<file path="config.mk">
export PLATFORM = sky130hd
export DESIGN_NAME = west_feeder
export DESIGN_NICKNAME = d
export VERILOG_FILES = /design/src/rtl/feeder_pkg.sv /design/src/rtl/skew_line.sv /design/src/rtl/west_feeder.sv
export SDC_FILE = /design/constraint.sdc
export NUM_CORES = 1
export LEC_CHECK = 0
export ABC_AREA = 0
export BUFFER_PORTS_ARGS = -buffer_cell sky130_fd_sc_hd__buf_2
export CORE_MARGIN = 10
export CORE_UTILIZATION = 49
export CTS_CLUSTER_DIAMETER = 50
export CTS_CLUSTER_SIZE = 28
export DETAILED_ROUTE_END_ITERATION = 10
export HOLD_SLACK_MARGIN = 0.03
export MAX_ROUTING_LAYER = met4
export PLACE_DENSITY_LB_ADDON = 0.25
export RECOVER_POWER = 50
export REMOVE_ABC_BUFFERS = 1
export SLEW_MARGIN = 20
export SYNTH_ARGS = -nofsm -noshare
export SYNTH_HDL_FRONTEND = slang
export SYNTH_SLANG_ARGS = --single-unit
</file>
<file path="constraint.sdc">
create_clock -name clk -period 2.2 [get_ports clk]
set_input_delay 0.44 -clock clk [delete_from_list [all_inputs] [get_ports clk]]
set_output_delay 0.44 -clock clk [all_outputs]
set_load 0.01 [all_outputs]
</file>
<file path="src/rtl/feeder_pkg.sv">
// feeder_pkg: definitions shared by the west-edge feeder and its skew lines.
//   state_t      : feeder FSM states (IDLE / STREAM / FLUSH / DONE)
//   INST_*       : per-row tile instruction encodings
//   MODE_*       : array-wide dataflow mode encodings
//   op_inst()    : maps the command op bit to the instruction driven on data beats
package feeder_pkg;

    typedef enum logic [1:0] {
        ST_IDLE   = 2'd0,
        ST_STREAM = 2'd1,
        ST_FLUSH  = 2'd2,
        ST_DONE   = 2'd3
    } state_t;

    localparam logic [1:0] INST_IDLE  = 2'b00;
    localparam logic [1:0] INST_KLOAD = 2'b01;
    localparam logic [1:0] INST_EXEC  = 2'b10;

    localparam logic MODE_WS = 1'b0;
    localparam logic MODE_OS = 1'b1;

    // op=0 loads kernel weights, op=1 executes; 2'b11 is never produced.
    function automatic logic [1:0] op_inst(input logic op);
        return op ? INST_EXEC : INST_KLOAD;
    endfunction

endpackage

</file>
<file path="src/rtl/skew_line.sv">
// skew_line: fixed-depth registered delay line with asynchronous clear.
//   clk   : clock
//   reset : asynchronous active-low clear of every stage
//   d     : beat entering stage 0 at each rising edge
//   q     : output of the last stage (d delayed by DEPTH edges)
module skew_line #(
    parameter int DEPTH = 1,
    parameter int WIDTH = 6
) (
    input  logic             clk,
    input  logic             reset,
    input  logic [WIDTH-1:0] d,
    output logic [WIDTH-1:0] q
);

    logic [WIDTH-1:0] stage [DEPTH];

    always_ff @(posedge clk or negedge reset) begin
        if (!reset) begin
            for (int i = 0; i < DEPTH; i++) begin
                stage[i] <= '0;
            end
        end else begin
            stage[0] <= d;
            for (int i = 1; i < DEPTH; i++) begin
                stage[i] <= stage[i-1];
            end
        end
    end

    assign q = stage[DEPTH-1];

endmodule

</file>
<file path="src/rtl/west_feeder.sv">
// west_feeder: drives the west edge of the systolic MAC array.
//   clk, reset      : clock, asynchronous active-low reset
//   cmd_*           : command (op, mode, length) offered to the feeder
//   in_valid/ready  : host vector handshake, in_data holds one element per row
//   out_w, inst_w   : per-row data and instruction into the west tile column
//   mode            : dataflow mode latched at command accept
//   done            : one-cycle pulse once the last beat has left the last row
//   err_bubble      : sticky flag, a bubble was injected during an OS execute
//   state_dbg       : current FSM state, for observation only
//
// Handshakes: a transfer happens on a rising edge where valid and ready are
// both high. Ready is decoded from the FSM state alone and never looks at
// valid; valid may be raised or dropped by the source at any time.
module west_feeder
    import feeder_pkg::*;
#(
    parameter int bw     = 4,
    parameter int row    = 8,
    parameter int len_bw = 8
) (
    input  logic                clk,
    input  logic                reset,
    input  logic                cmd_valid,
    output logic                cmd_ready,
    input  logic                cmd_op,
    input  logic                cmd_mode,
    input  logic [len_bw-1:0]   cmd_len,
    input  logic                in_valid,
    output logic                in_ready,
    input  logic [row*bw-1:0]   in_data,
    output logic [row*bw-1:0]   out_w,
    output logic [2*row-1:0]    inst_w,
    output logic                mode,
    output logic                done,
    output logic                err_bubble,
    output logic [1:0]          state_dbg
);

    localparam int FW = $clog2(row) + 1;

    state_t            state;
    logic              op_q;
    logic              mode_q;
    logic [len_bw-1:0] remaining;
    logic [FW-1:0]     flush_cnt;
    logic              vec_accept;

    assign cmd_ready  = (state == ST_IDLE);
    assign in_ready   = (state == ST_STREAM);
    assign done       = (state == ST_DONE);
    assign mode       = mode_q;
    assign state_dbg  = state;
    assign vec_accept = (state == ST_STREAM) && in_valid;

    always_ff @(posedge clk or negedge reset) begin
        if (!reset) begin
            state      <= ST_IDLE;
            op_q       <= 1'b0;
            mode_q     <= MODE_WS;
            remaining  <= '0;
            flush_cnt  <= '0;
            err_bubble <= 1'b0;
        end else begin
            case (state)
                ST_IDLE: begin
                    if (cmd_valid) begin
                        op_q      <= cmd_op;
                        mode_q    <= cmd_mode;
                        remaining <= cmd_len;
                        state     <= (cmd_len == '0) ? ST_DONE : ST_STREAM;
                    end
                end
                ST_STREAM: begin
                    if (in_valid) begin
                        remaining <= remaining - 1'b1;
                        if (remaining == len_bw'(1)) begin
                            // The final beat needs row-1 more edges to reach
                            // the last row; done follows one edge later.
                            flush_cnt <= FW'(row - 1);
                            state     <= ST_FLUSH;
                        end
                    end else if (op_q && (mode_q == MODE_OS)) begin
                        err_bubble <= 1'b1;
                    end
                end
                ST_FLUSH: begin
                    if (flush_cnt == '0) begin
                        state <= ST_DONE;
                    end else begin
                        flush_cnt <= flush_cnt - 1'b1;
                    end
                end
                ST_DONE: begin
                    state <= ST_IDLE;
                end
                default: begin
                    state <= ST_IDLE;
                end
            endcase
        end
    end

    // Row r gets r+1 register stages, producing the diagonal wavefront.
    // Any cycle without a vector accept injects an all-zero bubble.
    for (genvar r = 0; r < row; r++) begin : g_row
        logic [bw+1:0] inj;
        logic [bw+1:0] tap;

        assign inj = vec_accept ? {op_inst(op_q), in_data[r*bw +: bw]} : '0;

        skew_line #(
            .DEPTH (r + 1),
            .WIDTH (bw + 2)
        ) u_skew (
            .clk   (clk),
            .reset (reset),
            .d     (inj),
            .q     (tap)
        );

        assign out_w[r*bw +: bw] = tap[bw-1:0];
        assign inst_w[2*r +: 2]  = tap[bw+1:bw];
    end

endmodule
</file>
=== Word-level counts from Yosys, hierarchy flattened ===
Cells that the tools add are included.

* $add $sub $neg: 2
* Equality and inequality tests: 9
* Multiplexer cells: 22
* Bitwise operators: 1
* Reduce and logical (&&, ||, !) cells: 12

{| class="wikitable"
|+ Operators with widths
! cell !! count
|-
| 2-to-1 mux 6 bit || 8
|-
| 2-to-1 mux 8 bit || 2
|-
| case mux 8 bit (2 select lines) || 1
|-
| 2-to-1 mux 2 bit || 6
|-
| 2-to-1 mux 4 bit || 3
|-
| == test 8 x 1 -> 1 bit, second input constant || 1
|-
| logical NOT 8 bit || 1
|-
| inequality test 2 bit, second input constant || 4
|-
| case mux 2 bit (4 select lines) || 1
|-
| case mux 4 bit (2 select lines) || 1
|-
| AND reduction 4 bit || 2
|-
| subtractor 8 x 1 -> 8 bit, second input constant || 1
|-
| AND reduction 3 bit || 2
|-
| == test 2 bit, second input constant || 2
|-
| logical NOT 4 bit || 1
|-
| nonzero test 2 bit || 2
|-
| subtractor 4 x 1 -> 4 bit, second input constant || 1
|-
| == test 2 x 1 -> 1 bit, second input constant || 1
|-
| logical AND 1 bit || 2
|-
| logical NOT 2 bit || 1
|-
| inequality test 2 x 1 -> 1 bit, second input constant || 1
|-
| AND reduction 2 bit || 1
|-
| inverter 1 bit || 1
|}

* Bits in registers: 233
* Bits of input ports: 46
* Output and inout port bits: 55
* Logic and storage cells: 88

=== Longest topological paths before layout ===
Gate-level depths: netlist (run 1).

* Depth in word-level cells: 4
* Mapped depth: 8
* Depth with buffers taken out: 6

=== Modules after synthesis ===
A second synthesis (run 1) with hierarchy kept.

* Cells, all modules: 429
* Area, all modules: 7109.3 um^2

{| class="wikitable"
|+ By module, submodules not included
! module !! instances !! cells each !! area an instance (um^2) !! sequential area each (um^2)
|-
| west_feeder || 1 || 171 || 1388.8 || 425.4
|-
| skew_line at g_row[7].u_skew || 1 || 54 || 1246.2 || 1201.2
|-
| skew_line at g_row[6].u_skew || 1 || 48 || 1096.1 || 1051.0
|-
| skew_line at g_row[5].u_skew || 1 || 42 || 945.9 || 900.9
|-
| skew_line at g_row[4].u_skew || 1 || 36 || 795.8 || 750.7
|-
| skew_line at g_row[3].u_skew || 1 || 30 || 645.6 || 600.6
|-
| skew_line at g_row[2].u_skew || 1 || 24 || 495.5 || 450.4
|-
| skew_line at g_row[1].u_skew || 1 || 18 || 345.3 || 300.3
|-
| skew_line at g_row[0].u_skew || 1 || 6 || 150.1 || 150.1
|}

=== Worst setup path before layout (run 1) ===
No wires, ideal clock.

* Path kind: register to register
* Start: register state[1], in the netlist state_dbg[1]
* End: register remaining[1]
* Library setup time: 0.133 ns
* Arrival: 1.970 ns
* Required time: 2.067 ns
* Path slack: 0.097 ns
* Cell stages (with the launch flop): 9
* Buffers on the path: 2
* Clock period less this slack: 2.103 ns
* Path through: dfrtp_1 > inv_1 > ha_1 > clkbuf_1 > and2b_1 > or3_1 > clkbuf_1 > a211oi_1 > a21oi_1

* Word-level cells in the longest chain between the ends: 3
* Elaborated cells between the ends (all ways): 7
* Classes of those cells: 3 x eq/ne; 1 x mux; 3 x reduce/logical

{| class="wikitable"
|+ RTL lines
! element !! RTL line !! RTL
|-
| start, declared || west_feeder.sv:41 || <nowiki>state_t state;</nowiki>
|-
| start signal, assigned || west_feeder.sv:70 || <nowiki>state <= (cmd_len == '0) ? ST_DONE : ST_STREAM;</nowiki>
|-
| == test 2 x 1 -> 1 bit * || -- ||
|-
| named net in_ready || west_feeder.sv:29 || <nowiki>output logic in_ready,</nowiki>
|-
| inequality test 2 bit (no source line) / nonzero test 2 bit (equally long branches) || -- ||
|-
| AND reduction 3 bit (no source line) || -- ||
|-
| end signal, assigned || west_feeder.sv:69 || <nowiki>remaining <= cmd_len;</nowiki>
|-
| end signal, assigned || west_feeder.sv:75 || <nowiki>remaining <= remaining - 1'b1;</nowiki>
|-
| end, declared || west_feeder.sv:44 || <nowiki>logic [len_bw-1:0] remaining;</nowiki>
|}

The timed path passes the listed nets; every way through them passes the cells marked *.
A chain may end at the register's enable or synchronous reset.

=== Worst setup path after layout (run 1) ===
* Start: register remaining[1]
* End: register state[1], in the netlist state_dbg[1]

* Word-level cells in the longest chain between the ends: 3

{| class="wikitable"
|+ RTL lines
! element !! RTL line !! RTL
|-
| == test 8 x 1 -> 1 bit || west_feeder.sv:76 || <nowiki>if (remaining == len_bw'(1)) begin</nowiki>
|-
| inequality test 2 x 1 -> 1 bit (no source line) || -- ||
|-
| AND reduction 4 bit (no source line) || -- ||
|}

Every way passes these cells.

==> flow_metrics.tcl, run 1 <==
set metrics [dict create \
    total_number_of_h_tree_levels 4 \
    finClkSkew_ns 0.00683 \
    utilization 0.595 \
    slew_violations 0 \
    layout_common_cells "sky130_fd_sc_hd__dfrtp_1 (177), sky130_fd_sc_hd__buf_2 (100), sky130_fd_sc_hd__and3_1 (33)" \
    end_kind "flop" \
    switching_power_mw 2.49 \
    finalWirelength_mm 9.70 \
    share_of_cells_above_drive_strength_1 0.344 \
    critical_path_required_ns 2.50 \
    drt_pre_antenna_iters 4 \
    tritoncts_clock_tree "built" \
    global_route.overflow_total 0 \
    run_status "complete, no violations" \
    area.growth.synth_to_final_pct 19.2 \
    nFillCells 934 \
    final_common_cell "sky130_fd_sc_hd__dfrtp_1" \
    synthXorXnorAreaFrac 0 \
    power.switching_fraction 0.277 \
    cts-buffers-inserted 17 \
    synth_top_cell_by_area "sky130_fd_sc_hd__dfrtp_1" \
    yosys.area_share.simple 0.0838 \
    setup_repair_after_global_routing_missed_its_margin "no" \
    cellPowerDensity_mw_per_mm2 1320 \
    grt_usage 0.130 \
    coreArea_mm2 0.0114 \
    clock_power_share 0.342 \
    period_needed_ns 2.12 \
    post_synth_fa_ha_maj_area_fraction 0.0176 \
    internal_power_mw 6.51 \
    multi_input_comb_area_um2 881 \
    cts_sinks 177 \
    seq_total_area_yosys 0.777 \
    vdd.ir_drop.worst_v 0.000832 \
    seqCellArea_mm2 0.00443 \
    initial_utilization 0.499 \
    drt_drc_violations_left 0 \
    grt_antenna_before_repair 0 \
    routed_wire_length_per_instance_um 16.0 \
    num_vias 2890 \
    place_congestion 0.786 \
    drt-initial-drc-count 148 \
    worst_hold_slack_ns 0.256 \
    grt_max_degree 62 \
    final.period_utilization 0.962 \
    port-buffer-count 100 \
    synth_mux_area_frac 0.0171 \
    synth.cell_area_mm2 0.00570 \
    hp-class "input port to flop" \
    comb_power_share 0.195 \
    post_synthesis_register_bit_count 177 \
    final_hold_viol_count 0 \
    ioPinCount 101 \
    clock_latency_late_sink_ns 0.42 \
    worst_ep_arrival_time_ns 2.42 \
    width_of_the_die_um 128 \
    detail_route.vias_per_cell 4.78 \
    grt_pass1_vias 3168 \
    max-cap-violations 0 \
    postSynthCellCount 367 \
    diodes 0 \
    seq_power_share 0.464 \
    clk_path_buf_depth 2 \
    totalPowerFinal_mw 9.00 \
    max_freq_mhz 472 \
    max_slew_margin 0.0779 \
    dieArea_mm2 0.0164 \
    timing.critical_path.fanout_max 3 \
    netlist-cell-type-count 38 \
    clock_transition_time_at_the_flip_flop_clock_pins_of_the_worst_setup_and_hold_paths_ns 0.06 \
    place.detailed.hpwl_mm 6.62 \
    cp-start-kind "flop" \
    worst-setup-path-type "flop to flop" \
    cts_root_buffer "sky130_fd_sc_hd__clkbuf_16" \
    synth-compound-area-share 0.0344 \
    die_y_um 128 \
    setup_failing_eps_final 0 \
    remaining_antenna_violation_count_after_routing 0 \
    syn-mean-instance-area_um2 15.5 \
    final_nets 503 \
    synth_top_family_by_area "simple AND/OR/NAND/NOR gates" \
    top_area_cells_in_the_synthesized_netlist "sky130_fd_sc_hd__dfrtp_1 (78%), sky130_fd_sc_hd__buf_4 (5.8%), sky130_fd_sc_hd__and3_1 (3.6%)" \
    yosys.area.top_type_share 0.777 \
    grt_pass1_wl_mm 16.1 \
    power_leakage_nw 3.69 \
    floorplan.rows 39 \
    yosys_warnings 0 \
    max_slew.worst_pin.slew_ns 1.38 \
]
worst max-delay path: stages (launching register included):
cell and delay (ns):
sky130_fd_sc_hd__dfrtp_1 0.38, sky130_fd_sc_hd__inv_1 0.09, sky130_fd_sc_hd__ha_1 0.14, sky130_fd_sc_hd__or4b_4 0.47
sky130_fd_sc_hd__o21a_1 0.21, sky130_fd_sc_hd__or3b_4 0.40, sky130_fd_sc_hd__mux2_4 0.30
layer usage:
layer / GRT usage / wire (µm) / vias to the layer above
met4: 0.0543 / 148 / 0
met2: 0.187 / 4510 / 92
met5: - / 0 / -
met3: 0.0505 / 632 / 13
li1: - / - / 1363
met1: 0.162 / 4400 / 1422
Yosys cell counts:
cell                       instances
sky130_fd_sc_hd__o22a_1            2
sky130_fd_sc_hd__or4_1             1
sky130_fd_sc_hd__o21a_1            1
sky130_fd_sc_hd__or3b_2            1
sky130_fd_sc_hd__nor4_1            6
sky130_fd_sc_hd__buf_4            44
sky130_fd_sc_hd__and3_1           33
sky130_fd_sc_hd__mux2_4            1
sky130_fd_sc_hd__clkbuf_1         11
sky130_fd_sc_hd__nand4b_1          1
sky130_fd_sc_hd__nand2_1           9
sky130_fd_sc_hd__or4b_1            2
sky130_fd_sc_hd__clkinv_1          1
sky130_fd_sc_hd__and2_1            1
sky130_fd_sc_hd__o21ai_1           2
sky130_fd_sc_hd__mux2_2            2
sky130_fd_sc_hd__nand4_1           2
sky130_fd_sc_hd__and2b_1           1
sky130_fd_sc_hd__nand3_1           3
sky130_fd_sc_hd__or3b_4            1
sky130_fd_sc_hd__a211oi_1          1
sky130_fd_sc_hd__nor2_1            7
sky130_fd_sc_hd__inv_1             7
sky130_fd_sc_hd__a221o_1           1
sky130_fd_sc_hd__a22oi_1           5
sky130_fd_sc_hd__o21ai_0           6
sky130_fd_sc_hd__mux2i_1           6
sky130_fd_sc_hd__o211ai_1          1
sky130_fd_sc_hd__a31oi_1           2
sky130_fd_sc_hd__nor3_1            6
sky130_fd_sc_hd__or3_1             5
sky130_fd_sc_hd__o221a_2           2
sky130_fd_sc_hd__dfrtp_1         177
sky130_fd_sc_hd__a31o_2            1
sky130_fd_sc_hd__nor2b_1           1
sky130_fd_sc_hd__or3b_1            1
sky130_fd_sc_hd__ha_1              8
sky130_fd_sc_hd__a21oi_1           5
flip-flops by register name, indices dropped and copies added, names as in the netlist:
name                cells
state_dbg               2
err_bubble              1
remaining               8
op_q                    1
g_row.u_skew.q         42
flush_cnt               4
mode                    1
g_row.u_skew.stage    118
final cells by class:
cell class	count	area share
flip-flops and latches	177	0.652
multi-input cells	127	0.130
repair buffers	118	0.0969
clock buffers	18	0.0646
clock inverters	14	0.0263
well taps	143	0.0263
inverters	8	0.00442
final timing paths:
path / endpoint / slack, ns / startpoint / depth (start not counted)
worst min-delay path: mode / 0.26 / cmd_mode / 2
worst max register to register: state_dbg[1] / 0.08 / remaining[1] / 6
worst max-delay path: state_dbg[1] / 0.08 / remaining[1] / 6
worst min register to register: g_row[6].u_skew.stage[25] / 0.34 / g_row[6].u_skew.stage[31] / 0
max in group asynchronous: g_row[2].u_skew.stage[14] / 0.37 / reset / 3
min in group asynchronous: g_row[7].u_skew.stage[7] / 0.90 / reset / 2
cell families (layout without fill, tap and decap cells):
logic type	Yosys count	after routing
compound gates	29	29
fa+ha+maj	8	8
buf+inv	63	158
flops	177	177
mux	9	9
simple gates	81	81
power groups by stage:
| stage | registers (mW) | logic (mW) | clock network, mW |
|---|---|---|---|
| after CTS | 4.18 | 1.78 | 3.15 |
| after global routing | 4.25 | 1.98 | 3.30 |
| final | 4.17 | 1.75 | 3.08 |
| after detailed placement | 4.24 | 1.77 | 0 |
| after global placement | 4.20 | 1.74 | 0 |
| after floorplan | 4.29 | 0.879 | 0 |
what timing repair did:
item	4_1_cts	5_1_grt
setup buffers	0	0
resized for setup	0	2
hold buffers	1	0
endpoints found under the setup margin	0	7
endpoints found under the hold margin	56	0
through the flow:
stage	area, µm²	setup WS (ns)	cells	setup TNS, ns
2_1_floorplan	5330	-0.181	312	-0.927
3_3_place_gp	6180	0.0700	572	0
6_report	6800	0.0831	605	0
3_5_place_dp	6180	0.0462	572	0
5_1_grt	6800	0.0155	605	0
4_1_cts	6810	0.0427	605	0
(Power assumes the default switching activity.)
==> run 2: changes to the inputs <==
--- a/config.mk
+++ b/config.mk
@@ -16,7 +16,6 @@
 export MAX_ROUTING_LAYER = met4
 export PLACE_DENSITY_LB_ADDON = 0.25
 export RECOVER_POWER = 50
-export REMOVE_ABC_BUFFERS = 1
 export SLEW_MARGIN = 20
 export SYNTH_ARGS = -nofsm -noshare
 export SYNTH_HDL_FRONTEND = slang
==> run 2 against run 1 <==
  * Sequential share of layout area grew 0.89 points
  * Hold slack better by 0.0087 ns
  * Via count rose by 0.97%
  * Final cell count fell by 0.50%
  * Cell area shrank 1.3%
  * Count of clock-buffer cells in the layout grew 3
  * Critical path type unchanged
  * Critical endpoint unchanged
  * Largest cell class unchanged
  * Largest power group unchanged
  * Highest routed layer unchanged
==> flow_metrics.tcl, run 2 (synthesis gave the netlist of run 1 again) <==
set metrics [dict create \
    final_hold_viol_count 0 \
    largest_reg_flops 118 \
    kind_of_cell_adding_the_most_delay_to_the_critical_path "simple AND/OR/NAND/NOR gates" \
    tns_ns 0 \
    run_status "complete, no violations" \
    nFillCells 905 \
    critical_path_required_ns 2.50 \
    port-buffer-count 100 \
    postCtsSetupBuffers 0 \
    ioPinCount 101 \
    layout_common_cells "sky130_fd_sc_hd__dfrtp_1 (177), sky130_fd_sc_hd__buf_2 (100), sky130_fd_sc_hd__and3_1 (33)" \
    worst-setup-path-type "flop to flop" \
    initial_utilization 0.499 \
    drt_drc_violations_left 0 \
    detail_route.vias_per_cell 4.85 \
    postLayoutCellArea_mm2 0.00670 \
    place.detailed.hpwl_mm 6.69 \
    clock_latency_late_sink_ns 0.41 \
    cpMaxStageDelayCell "sky130_fd_sc_hd__or4b_1" \
    drt_pre_antenna_iters 4 \
    place_congestion 0.834 \
    area.growth.synth_to_final_pct 17.6 \
    finClkSkew_ns 0.00770 \
    total_number_of_h_tree_levels 4 \
    width_of_the_die_um 128 \
    setup_repair_after_global_routing_missed_its_margin "no" \
    setup_failing_eps_final 0 \
    slew_violations 0 \
    finalWirelength_mm 9.78 \
    grt_usage 0.131 \
    postPlaceCellArea_mm2 0.00615 \
    grt_pass1_vias 3238 \
    cp-start-kind "flop" \
    period_needed_ns 2.11 \
    met3_wirelength_um 592 \
    m1WireLength_mm 4.00 \
    highest_layer "met4" \
    synth.net_count 421 \
    grt_max_degree 63 \
    share_of_cells_above_drive_strength_1 0.333 \
    cellPowerDensity_mw_per_mm2 1300 \
    worst_ep_arrival_time_ns 2.41 \
    utilization 0.587 \
    max_slew.worst_pin.slew_ns 1.34 \
    cts-buffers-inserted 17 \
    tritoncts_clock_tree "built" \
    coreArea_mm2 0.0114 \
    grt_antenna_before_repair 0 \
    diodes 0 \
    die_y_um 128 \
    timing.critical_path.fanout_max 3 \
    routed-wl-met2_mm 5.07 \
    end_kind "flop" \
    remaining_antenna_violation_count_after_routing 0 \
    num_vias 2918 \
    final_common_cell "sky130_fd_sc_hd__dfrtp_1" \
    clock_transition_time_at_the_flip_flop_clock_pins_of_the_worst_setup_and_hold_paths_ns 0.07 \
    drt-initial-drc-count 150 \
    critical-path-max-stage-delay_ns 0.46 \
    cts_sinks 177 \
    cp_cell_sequence "inv_2 > ha_1 > or4b_1 > o21a_1 > or3b_4 > mux2_4" \
    final_nets 500 \
    hp-class "input port to flop" \
    multi_input_comb_area_um2 872 \
    register_with_the_most_flip_flops "g_row.u_skew.stage" \
    power_leakage_nw 3.64 \
    grt_pass1_wl_mm 16.3 \
    routed_wire_length_per_instance_um 16.2 \
    max-cap-violations 0 \
    final_cells 602 \
    final.period_utilization 0.960 \
    seqCellArea_mm2 0.00443 \
    global_route.overflow_total 0 \
    dieArea_mm2 0.0164 \
    cts_root_buffer "sky130_fd_sc_hd__clkbuf_16" \
    max_slew_margin 0.110 \
    floorplan.rows 39 \
    cp_num_buf_inv 1 \
    clk_path_buf_depth 2 \
    vdd.ir_drop.worst_v 0.000852 \
    max_freq_mhz 473 \
    place_inst 569 \
]
run 2: power by group:
group / internal (mW) / switching, mW / leakage [nW]
Clock: 1.63 / 1.19 / 0.274
Sequential: 3.90 / 0.297 / 2.38
Combinational: 0.728 / 0.957 / 0.989
run 2: path summary, 6_finish.rpt:
check	start	end	slack [ns]	cells after the start
worst max-delay path	remaining[1]	state_dbg[1]	0.09	6
worst min-delay path	cmd_op	op_q	0.26	2
worst max register to register	remaining[1]	state_dbg[1]	0.09	6
worst min register to register	g_row[7].u_skew.stage[27]	g_row[7].u_skew.stage[21]	0.35	0
max in group asynchronous	reset	g_row[4].u_skew.stage[14]	0.36	3
min in group asynchronous	reset	g_row[6].u_skew.stage[38]	0.87	2
run 2: area by class of cell:
cell class,instances,share of cell area
inverters,8,0.00448
clock buffers,21,0.0687
repair buffers,115,0.0939
clock inverters,11,0.0155
flip-flops and latches,177,0.661
well taps,143,0.0267
multi-input cells,127,0.130
run 2: through the flow:
stage	setup slack, ns	hold WS (ns)	total power [mW]
2_1_floorplan	0.0968	0.144	5.42
3_3_place_gp	0.0947	0.331	5.89
3_5_place_dp	0.0878	0.335	5.96
4_1_cts	0.0614	0.247	8.81
5_1_grt	0.00620	0.254	9.22
6_report	0.0875	0.264	8.69
run 2: repair_timing:
item / CTS / global route
hold endpoints to repair: 53 / 0
resized for setup: 0 / 1
setup endpoints to repair: 0 / 1
hold buffers: 1 / 0
run 2: worst reg2reg max path, delay by kind of cell, from the launching register on:
| family | cells | cell delay, ns |
|---|---|---|
| AND/OR/NAND/NOR | 2 | 0.86 |
| adder cells (fa/ha/maj) | 1 | 0.14 |
| buffers and inverters | 1 | 0.08 |
| flip-flops | 1 | 0.40 |
| multiplexers | 1 | 0.30 |
| AO/OA/AOI/OAI | 1 | 0.22 |
run 2: per-layer routing:
metal  up-vias  GRT usage
met1      1474      0.150
met5         -          -
li1       1349          -
met3        10     0.0505
met4         0     0.0490
met2        85      0.204
==> run 3: changes to the inputs <==
--- a/config.mk
+++ b/config.mk
@@ -8,7 +8,7 @@
 export ABC_AREA = 0
 export BUFFER_PORTS_ARGS = -buffer_cell sky130_fd_sc_hd__buf_2
 export CORE_MARGIN = 10
-export CORE_UTILIZATION = 49
+export CORE_UTILIZATION = 51
 export CTS_CLUSTER_DIAMETER = 50
 export CTS_CLUSTER_SIZE = 28
 export DETAILED_ROUTE_END_ITERATION = 10
@@ -19,4 +19,5 @@
 export SLEW_MARGIN = 20
 export SYNTH_ARGS = -nofsm -noshare
 export SYNTH_HDL_FRONTEND = slang
+export SYNTH_HIERARCHICAL = 1
 export SYNTH_SLANG_ARGS = --single-unit
==> run 3 against run 2 <==
  * Clock skew rose by 0.0085 ns
  * Setup slack improved by 0.023 ns
  * Critical path depth fell by 2
  * Routed wire length rose by 5.9%
  * Final cell count rose by 15%
  * Synthesized cell count rose by 17%
  * Area after synthesis rose by 25%
  * Power rose by 18%
  * Cell area rose by 22%
  * Register-to-register slack improved by 0.05 ns
  * Critical path type is now flop to output port
==> flow_metrics.tcl, run 3 <==
set metrics [dict create \
    remaining_antenna_violation_count_after_routing 0 \
    totalPowerFinal_mw 10.3 \
    largest_reg_flops 168 \
    final_nets 556 \
    area.growth.synth_to_final_pct 14.7 \
    place_congestion 0.790 \
    rr_worst_depth 7 \
    period_needed_ns 2.09 \
    cts_sinks 233 \
    hp-class "input port to flop" \
    synth-compound-area-share 0.0370 \
    grt_pass1_wl_mm 17.7 \
    syn-mean-instance-area_um2 16.6 \
    tns_ns 0 \
    cp-start-kind "flop" \
    yosys.area_share.simple 0.0653 \
    switching_power_mw 2.83 \
    max-cap-violations 0 \
    worst-setup-path-type "flop to output port" \
    grt_usage 0.112 \
    tritoncts_clock_tree "built" \
    place.detailed.hpwl_mm 6.97 \
    post_synthesis_register_bit_count 233 \
    clock_latency_late_sink_ns 0.47 \
    synth_top_family_by_area "simple AND/OR/NAND/NOR gates" \
    top_area_cells_in_the_synthesized_netlist "sky130_fd_sc_hd__dfrtp_1 (82%), sky130_fd_sc_hd__buf_4 (4.4%), sky130_fd_sc_hd__and3_1 (3.1%)" \
    timing.critical_path.fanout_max 19 \
    total_number_of_h_tree_levels 1 \
    yosys.area.top_type_share 0.820 \
    width_of_the_die_um 138 \
    die_y_um 138 \
    clk_path_buf_depth 3 \
    netlist-cell-type-count 41 \
    setup.reg_to_reg.worst_slack_ns 0.14 \
    run_status "complete, no violations" \
    max_slew.worst_pin.slew_ns 1.19 \
    grt_max_degree 74 \
    timing.hold.worst_path_depth 2 \
    critical_path_required_ns 1.76 \
    grt_antenna_before_repair 0 \
    floorplan.rows 43 \
    comb_power_share 0.167 \
    postSynth.topFlopCell "sky130_fd_sc_hd__dfrtp_1" \
    detail_route.vias_per_cell 4.85 \
    global_route.overflow_total 0 \
    drt-initial-drc-count 155 \
    setup_repair_after_global_routing_missed_its_margin "no" \
    utilization 0.592 \
    yosys-top-cells-count "sky130_fd_sc_hd__dfrtp_1 (233), sky130_fd_sc_hd__buf_4 (42), sky130_fd_sc_hd__and3_1 (35)" \
    hold-path-endpoint "mode" \
    internal_power_mw 7.46 \
    clock_power_share 0.300 \
    clock_transition_time_at_the_flip_flop_clock_pins_of_the_worst_setup_and_hold_paths_ns 0.08 \
    layout_common_cells "sky130_fd_sc_hd__dfrtp_1 (233), sky130_fd_sc_hd__buf_2 (99), sky130_fd_sc_hd__and3_1 (35)" \
    synth.cell_area_mm2 0.00711 \
    cts_root_buffer "sky130_fd_sc_hd__clkbuf_16" \
    max_slew_margin 0.209 \
    cts-buffers-inserted 16 \
    final.period_utilization 0.950 \
    final_common_cell "sky130_fd_sc_hd__dfrtp_1" \
    finalWirelength_mm 10.4 \
    final_hold_viol_count 0 \
    coreArea_mm2 0.0138 \
    cellPowerDensity_mw_per_mm2 1260 \
    slew_violations 0 \
    regToRegEndpoint "remaining[0]" \
    synth_mux_area_frac 0.00634 \
    vdd.ir_drop.worst_v 0.000751 \
    postSynthCellCount 429 \
    synthXorXnorAreaFrac 0 \
    share_of_cells_above_drive_strength_1 0.287 \
    yosys_warnings 6 \
    power.switching_fraction 0.275 \
    drt_pre_antenna_iters 5 \
    post_synth_fa_ha_maj_area_fraction 0.0141 \
    rr_startpoint "state_dbg[0]" \
    seq_total_area_yosys 0.820 \
    finClkSkew_ns 0.0162 \
    drt_drc_violations_left 0 \
    ioPinCount 101 \
    power_leakage_nw 4.41 \
    num_vias 3355 \
    grt_pass1_vias 3543 \
    synth_top_cell_by_area "sky130_fd_sc_hd__dfrtp_1" \
    port-buffer-count 100 \
    diodes 0 \
    synth.net_count 483 \
    hold_start "cmd_mode" \
    dieArea_mm2 0.0191 \
    postCtsSetupBuffers 0 \
    max_freq_mhz 478 \
    seq_power_share 0.534 \
    yosysMostFrequentCell "sky130_fd_sc_hd__dfrtp_1" \
    routed_wire_length_per_instance_um 15.0 \
    end_kind "output port" \
    initial_utilization 0.516 \
    worst_ep_arrival_time_ns 1.65 \
    setup_failing_eps_final 0 \
    async_flop_share 1.00 \
    register_with_the_most_flip_flops "g_row.u_skew/stage" \
    number_of_synthesized_flops_with_an_enable_pin 0 \
]
run 3: changes by cell type in the layout (fill, tap and decap cells not counted), moves of 3 or more:
cell / previous run / this run
sky130_fd_sc_hd__nor2_1: 7 / 12
sky130_fd_sc_hd__clkinv_2: 3 / 0
sky130_fd_sc_hd__dfrtp_1: 177 / 233
sky130_fd_sc_hd__nor3_1: 6 / 2
sky130_fd_sc_hd__a31oi_1: 2 / 5
sky130_fd_sc_hd__o22ai_1: 0 / 3
sky130_fd_sc_hd__inv_1: 6 / 10
sky130_fd_sc_hd__o22a_1: 2 / 5
sky130_fd_sc_hd__a21oi_1: 5 / 12
sky130_fd_sc_hd__buf_4: 11 / 5
sky130_fd_sc_hd__mux2i_1: 6 / 0
sky130_fd_sc_hd__nor4_1: 6 / 2
sky130_fd_sc_hd__a22oi_1: 5 / 0
run 3: through the flow:
step	setup WS [ns]	std cells	hold WS, ns	area [µm²]
after floorplan	0.144	429	0.144	7110
after global placement	0.185	663	0.331	7590
after detailed placement	0.0811	663	0.335	7590
after CTS	0.0601	692	0.187	8170
after global routing	0.00242	692	0.191	8150
final	0.110	692	0.205	8150
run 3: cell type report:
| cell class | count | area, µm² |
|---|---|---|
| Clock inverter | 9 | 121 |
| Multi-Input combinational cell | 130 | 875 |
| Sequential cell | 233 | 5830 |
| Tap cell | 180 | 225 |
| Timing Repair Buffer | 110 | 602 |
| Inverter | 11 | 45.0 |
| Fill cell | 1073 | 5620 |
| Clock buffer | 19 | 453 |
run 3: worst max-delay path by stage:
stage / from / endpoint / slack, ns / cells past startpoint
after floorplan: state_dbg[0] / remaining[7] / 0.14 / 7
after global placement: state_dbg[1] / remaining[7] / 0.18 / 6
after detailed placement: state_dbg[1] / remaining[7] / 0.08 / 6
after CTS: state_dbg[1] / remaining[7] / 0.06 / 6
after global routing: state_dbg[1] / in_ready / 0.002 / 4
final: state_dbg[1] / in_ready / 0.11 / 4
run 3: what timing repair did:
| item | CTS | global route |
|---|---|---|
| setup endpoints to repair | 0 | 3 |
| endpoints found under the hold margin | 47 | 0 |
| resized for setup | 0 | 2 |
| hold buffers | 1 | 0 |
run 3: per-layer routing:
metal  track usage  wire length (µm)
met1         0.142              4350
met2         0.179              5320
met3        0.0257               534
met4        0.0327               152
met5             -                 0
run 3: power by group through the flow:
stage	Clock [mW]	Combinational, mW	Sequential (mW)
after floorplan	0	1.24	5.51
final	3.08	1.71	5.49
after global routing	3.39	1.92	5.60
after global placement	0	1.63	5.52
after CTS	3.21	1.72	5.50
after detailed placement	0	1.71	5.59
run 3: cells by family (layout without fill, tap and decap cells):
group,count (synthesis),count (layout)
buf+inv,66,149
mux,4,4
fa+ha+maj,8,8
compound gates,39,39
simple gates,79,79
flops,233,233
run 3: worst max-delay path, cell delays in order (launching register included):
cell,delay (ns)
sky130_fd_sc_hd__dfrtp_1,0.43
sky130_fd_sc_hd__inv_1,0.12
sky130_fd_sc_hd__ha_2,0.23
sky130_fd_sc_hd__buf_4,0.23
sky130_fd_sc_hd__buf_2,0.17
